[src/rtl/mem_port_arbiter.sv]
// Shares one fixed-latency memory port between instruction fetch (IF) and load/store (DM).
// Data accesses win over fetches. Define MEM_ARB_STATS_EN to add the stall_cycles counter output.
module mem_port_arbiter #(
    parameter int ADDR_W      = 32,
    parameter int DATA_W      = 32,
    parameter int WAIT_CYCLES = 2
) (
    input  logic              CLK,
    input  logic              RST,
    input  logic              if_req,
    input  logic [ADDR_W-1:0] if_addr,
    output logic [DATA_W-1:0] if_rdata,
    output logic              if_ready,
    input  logic              dm_req,
    input  logic              dm_we,
    input  logic [ADDR_W-1:0] dm_addr,
    input  logic [DATA_W-1:0] dm_wdata,
    output logic [DATA_W-1:0] dm_rdata,
    output logic              dm_ready,
    output logic              mem_en,
    output logic              mem_we,
    output logic [ADDR_W-1:0] mem_addr,
    output logic [DATA_W-1:0] mem_wdata,
    input  logic [DATA_W-1:0] mem_rdata,
    output logic              pipe_stall
`ifdef MEM_ARB_STATS_EN
    ,
    output logic [31:0]       stall_cycles
`endif
);

    typedef enum logic [1:0] {
        ST_IDLE  = 2'd0,
        ST_ISSUE = 2'd1,
        ST_WAIT  = 2'd2,
        ST_RESP  = 2'd3
    } state_t;

    typedef enum logic {
        GNT_IF = 1'b0,
        GNT_DM = 1'b1
    } grant_t;

    localparam logic [3:0] WCNT_LOAD = 4'(WAIT_CYCLES);

    state_t              state_q;
    grant_t              grant_q;
    logic [3:0]          wcnt_q;
    logic                we_q;
    logic [DATA_W-1:0]   if_rdata_q;
    logic [DATA_W-1:0]   dm_rdata_q;
    logic                if_ready_q;
    logic                dm_ready_q;
    logic                mem_en_q;
    logic                mem_we_q;
    logic [ADDR_W-1:0]   mem_addr_q;
    logic [DATA_W-1:0]   mem_wdata_q;

    // Memory-side outputs are loaded on the grant edge so the strobe lands in the ISSUE cycle.
    always_ff @(posedge CLK) begin
        if (RST) begin
            state_q     <= ST_IDLE;
            grant_q     <= GNT_IF;
            wcnt_q      <= 4'd0;
            we_q        <= 1'b0;
            if_rdata_q  <= '0;
            dm_rdata_q  <= '0;
            if_ready_q  <= 1'b0;
            dm_ready_q  <= 1'b0;
            mem_en_q    <= 1'b0;
            mem_we_q    <= 1'b0;
            mem_addr_q  <= '0;
            mem_wdata_q <= '0;
        end else begin
            if_ready_q <= 1'b0;
            dm_ready_q <= 1'b0;
            case (state_q)
                ST_IDLE: begin
                    if (dm_req) begin
                        grant_q     <= GNT_DM;
                        we_q        <= dm_we;
                        mem_en_q    <= 1'b1;
                        mem_we_q    <= dm_we;
                        mem_addr_q  <= dm_addr;
                        mem_wdata_q <= dm_wdata;
                        state_q     <= ST_ISSUE;
                    end else if (if_req) begin
                        grant_q     <= GNT_IF;
                        we_q        <= 1'b0;
                        mem_en_q    <= 1'b1;
                        mem_we_q    <= 1'b0;
                        mem_addr_q  <= if_addr;
                        mem_wdata_q <= '0;
                        state_q     <= ST_ISSUE;
                    end
                end
                ST_ISSUE: begin
                    mem_en_q    <= 1'b0;
                    mem_we_q    <= 1'b0;
                    mem_addr_q  <= '0;
                    mem_wdata_q <= '0;
                    wcnt_q      <= WCNT_LOAD;
                    state_q     <= ST_WAIT;
                end
                ST_WAIT: begin
                    wcnt_q <= wcnt_q - 4'd1;
                    // <= 1 rather than == 1 keeps a corrupted zero count from hanging here
                    if (wcnt_q <= 4'd1) begin
                        wcnt_q <= 4'd0;
                        if (grant_q == GNT_IF) begin
                            if_rdata_q <= mem_rdata;
                            if_ready_q <= 1'b1;
                        end else begin
                            if (!we_q) begin
                                dm_rdata_q <= mem_rdata;
                            end
                            dm_ready_q <= 1'b1;
                        end
                        state_q <= ST_RESP;
                    end
                end
                ST_RESP: begin
                    state_q <= ST_IDLE;
                end
                default: begin
                    state_q <= ST_IDLE;
                end
            endcase
        end
    end

    assign if_rdata   = if_rdata_q;
    assign dm_rdata   = dm_rdata_q;
    assign if_ready   = if_ready_q;
    assign dm_ready   = dm_ready_q;
    assign mem_en     = mem_en_q;
    assign mem_we     = mem_we_q;
    assign mem_addr   = mem_addr_q;
    assign mem_wdata  = mem_wdata_q;

    assign pipe_stall = ~RST & ((if_req & ~if_ready_q) | (dm_req & ~dm_ready_q));

`ifdef MEM_ARB_STATS_EN
    logic [31:0] stall_cnt_q;
    logic [31:0] stall_cnt_d;

    always_comb begin
        stall_cnt_d = stall_cnt_q;
        if (pipe_stall && (stall_cnt_q != 32'hFFFF_FFFF)) begin
            stall_cnt_d = stall_cnt_q + 32'd1;
        end
    end

    always_ff @(posedge CLK) begin
        if (RST) begin
            stall_cnt_q <= 32'd0;
        end else begin
            stall_cnt_q <= stall_cnt_d;
        end
    end

    assign stall_cycles = stall_cnt_q;
`endif

endmodule

[config.mk]
export PLATFORM = sky130hd
export DESIGN_NAME = mem_port_arbiter
export DESIGN_NICKNAME = d
export VERILOG_FILES = /design/src/rtl/mem_port_arbiter.sv
export SDC_FILE = /design/constraint.sdc
export NUM_CORES = 1
export LEC_CHECK = 0
export ABC_AREA = 1
export ABC_CLOCK_PERIOD_IN_PS = 1900
export BUFFER_PORTS_ARGS = -buffer_cell sky130_fd_sc_hd__buf_2
export CORE_UTILIZATION = 48
export CTS_CLUSTER_DIAMETER = 50
export DETAILED_ROUTE_END_ITERATION = 7
export PLACE_DENSITY = 0.91
export SLEW_MARGIN = 10
export SYNTH_ARGS = -nofsm -noshare
export SYNTH_HDL_FRONTEND = slang
export SYNTH_SLANG_ARGS = --single-unit
[constraint.sdc]
create_clock -name CLK -period 1.9 [get_ports CLK]
set_clock_uncertainty 0.2 [all_clocks]
set_input_delay 0.285 -clock CLK [delete_from_list [all_inputs] [get_ports CLK]]
set_output_delay 0.285 -clock CLK [all_outputs]
set_load 0.05 [all_outputs]
==> metrics.csv <==
stage,metric,value,unit
route,vias_per_cell,5.28,
route,dr.pass1.iters,8,
cts,cts.sink_count,140,
cells_and_area,syn2layout_area_growth,45.1,%
power_and_ir_drop,clock_power_share,25.2,%
die,io_pins,266,
yosys,synth-main-ff-cell,dfxtp_1,
grt,antenna_found_initial,3,
die,dieWidth,115,um
die,fp.dieH,115,um
power_and_ir_drop,p_leak,4.62,nW
power_and_ir_drop,sequentialPowerShare,27.8,%
die,dieArea,0.0132,mm2
placed_design,io_buffers,265,
grt,grt_overflow,0,
setup_path,worstPathRequired,2020,ps
setup_path,worst-setup-path-type,reg2reg,
setup_path,critical_path_arrival,2000,ps
setup_path,cp-start-kind,flop,
timing,finalHoldViolCount,0,
route,wl_per_cell,16.2,um
die,core-area,0.0122,mm2
outcome,status,"finished, final reports clean",
cts,htree_levels,4,
timing,relSlewSlack,66.3,%
yosys,synth_async_sr_flop_share,0,%
timing,maxSlewViolCount,0,
yosys,ys_seq_elements,140,
yosys,mappedNetlistArea,0.00611,mm2
route,vias,7291,
power_and_ir_drop,power.switching,6.59,mW
die,row_count,40,
grt,grt_max_degree,67,
setup_path,endpoint_kind,flop,
cts,clock_latency,420,ps
timing,fmax,533,MHz
route,routed_wl,22300,um
power_and_ir_drop,p_sw_share,46.5,%
yosys,yosysMostFrequentCell,nand2_1,
route,ant_nets,0,
yosys,synth_nets,1033,
timing,tns,0,ps
cells_and_area,nNetsFinal,1337,
cts,cts_tree,built,
timing,finalCritPeriodShare,98.7,%
yosys,syn_avg_cell_area,6.83,um2
cts,path_clk_slew,60,ps
cts,cts-root-buf,clkbuf_16,
power_and_ir_drop,p_per_area,1600,mW/mm2
power_and_ir_drop,vdd_drop_max,1020,uV
timing,finalSetupViolations,0,
timing,holdWs,24.4,ps
power_and_ir_drop,p_int,7.57,mW
power_and_ir_drop,p_total,14.2,mW
cts,numCtsBuffers,17,
yosys,yosysWarnings,0,
placed_design,routabilityCongestion,0.795,
cells_and_area,drive_above_1_share,27.1,%
yosys,synth_seq_area_share,45.9,%
worst_hold_path,hold_class,in2reg,
grt,grt_pass1_wl,34400,um
cts,clockBufferDepth,2,
yosys,synth_edf_count,0,
grt,grt_usage,34.1,%
power_and_ir_drop,combPwrFrac,47.0,%
cells_and_area,n_fill_cell,904,
timing,tightest_slew,506,ps
yosys,yosysTopAreaCellShare,45.9,%
yosys,synthTopCellsByCount,"nand2_1 (242), nor2_1 (141), dfxtp_1 (140)",
flow_run,maxCapViolations,0,
route,drt_iter0_markers,982,
die,start_util,50.0,%
grt,grt_pass1_vias,6893,
yosys,synth_cells,894,
route,drc,0,
yosys,yosysTopAreaCell,dfxtp_1,
yosys,synthTopCellsByArea,"dfxtp_1 (46%), nand2_1 (15%), nor2_1 (8.7%), nand3_1 (8.4%), a21oi_1 (5.7%)",
setup_path,crit_fanout,42,
timing,finalCriticalPeriod,1870,ps
placed_design,place_hpwl,11800,um
yosys,synth.distinct_cells,24,
## final cells by class
class                   count  area [um2]  area share (%)
diodes                      3        7.51          0.0847
flip-flops and latches    140        2800            31.6
well taps                 168         210            2.37
clock buffers              18         439            4.96
multi-input cells         606        2690            30.3
inverters                  83         312            3.52
repair buffers            350        2210            25.0
clock inverters            13         189            2.13
## final timing paths
check,startpoint,end,slack (ps),cells after the start
setup reg to reg,state_q[1]$_SDFFE_PP0P_,mem_wdata[21]$_SDFFE_PP0P_,30,7
hold reg to reg,grant_q$_SDFFE_PP0P_,grant_q$_SDFFE_PP0P_,270,2
hold / removal,if_addr[12],mem_addr[12]$_SDFFE_PP0P_,20,5
setup / recovery,state_q[1]$_SDFFE_PP0P_,mem_wdata[21]$_SDFFE_PP0P_,30,7
## layout by cell type, fill, tap and decap left out, drive strengths merged, types with 18 or more instances in the layout
cell,instances
buf,284
nand2,242
nor2,145
dfxtp,140
nand3,102
inv,86
a21oi,70
dlygate4sd3,66
nand4,33
clkbuf,18
## repair_timing
| item | in CTS | in global routing |
|---|---|---|
| gates resized for setup | 0 | 5 |
| setup buffers | 0 | 0 |
| setup endpoints to repair | 0 | 34 |
| hold buffers | 66 | 0 |
| endpoints found under the hold margin | 76 | 0 |
## layer usage
metal	vias to the layer above	wire length [um]	track usage (%)	share of wire, %
li1	3413	-	-	-
met1	3255	7810	35.2	35
met2	494	10900	57.9	49
met3	127	2430	13.6	11
met4	2	1230	21.5	5.5
met5	-	22	0	0.098
## per-stage QoR
step / worst slack, ps / instance area, um2 / utilization, % / instances
2_1_floorplan: 77.9 / 6110 / - / 894
3_3_place_gp: 145 / 7550 / 61.8 / 1281
3_5_place_dp: 81.7 / 7550 / 61.8 / 1281
4_1_cts: 54.1 / 8830 / 72.3 / 1378
5_1_grt: -20.5 / 8860 / 72.5 / 1380
6_report: 25.2 / 8860 / 72.6 / 1381
## power groups by stage
stage	Clock, mW	Combinational, mW	Sequential, mW
after global routing	3.74	7.11	4.01
after CTS	3.58	6.41	3.91
after floorplan	0	2.84	5.85
after detailed placement	0	6.27	3.95
after global placement	0	6.16	3.94
final	3.57	6.65	3.94
## registers in the layout, indices dropped and copies added, names as in the netlist, 2 cells and up
name / flops
dm_rdata: 32
if_rdata: 32
mem_addr: 32
mem_wdata: 32
state_q: 2
wcnt_q: 4
## worst max-delay path: stages, from the launching register on
cell and delay [ps]:
dfxtp_1 360, inv_1 90, ha_1 220, inv_2 60, or2_2 120, buf_8 250
nand3_1 190, a21oi_1 280
## logic make-up (layout without fill, tap and decap cells)
family,Yosys count,after routing,synth area share [%]
AOI/OAI and AO/OA,74,74,6.29
adders and majority gates,6,6,1.23
buffers and inverters,148,464,10.3
other,0,3,0
xor gates and xnor gates,2,2,0.287
and+or+nand+nor,524,524,36.0
DFF,140,140,45.9
Power figures use the tool's default switching activity.
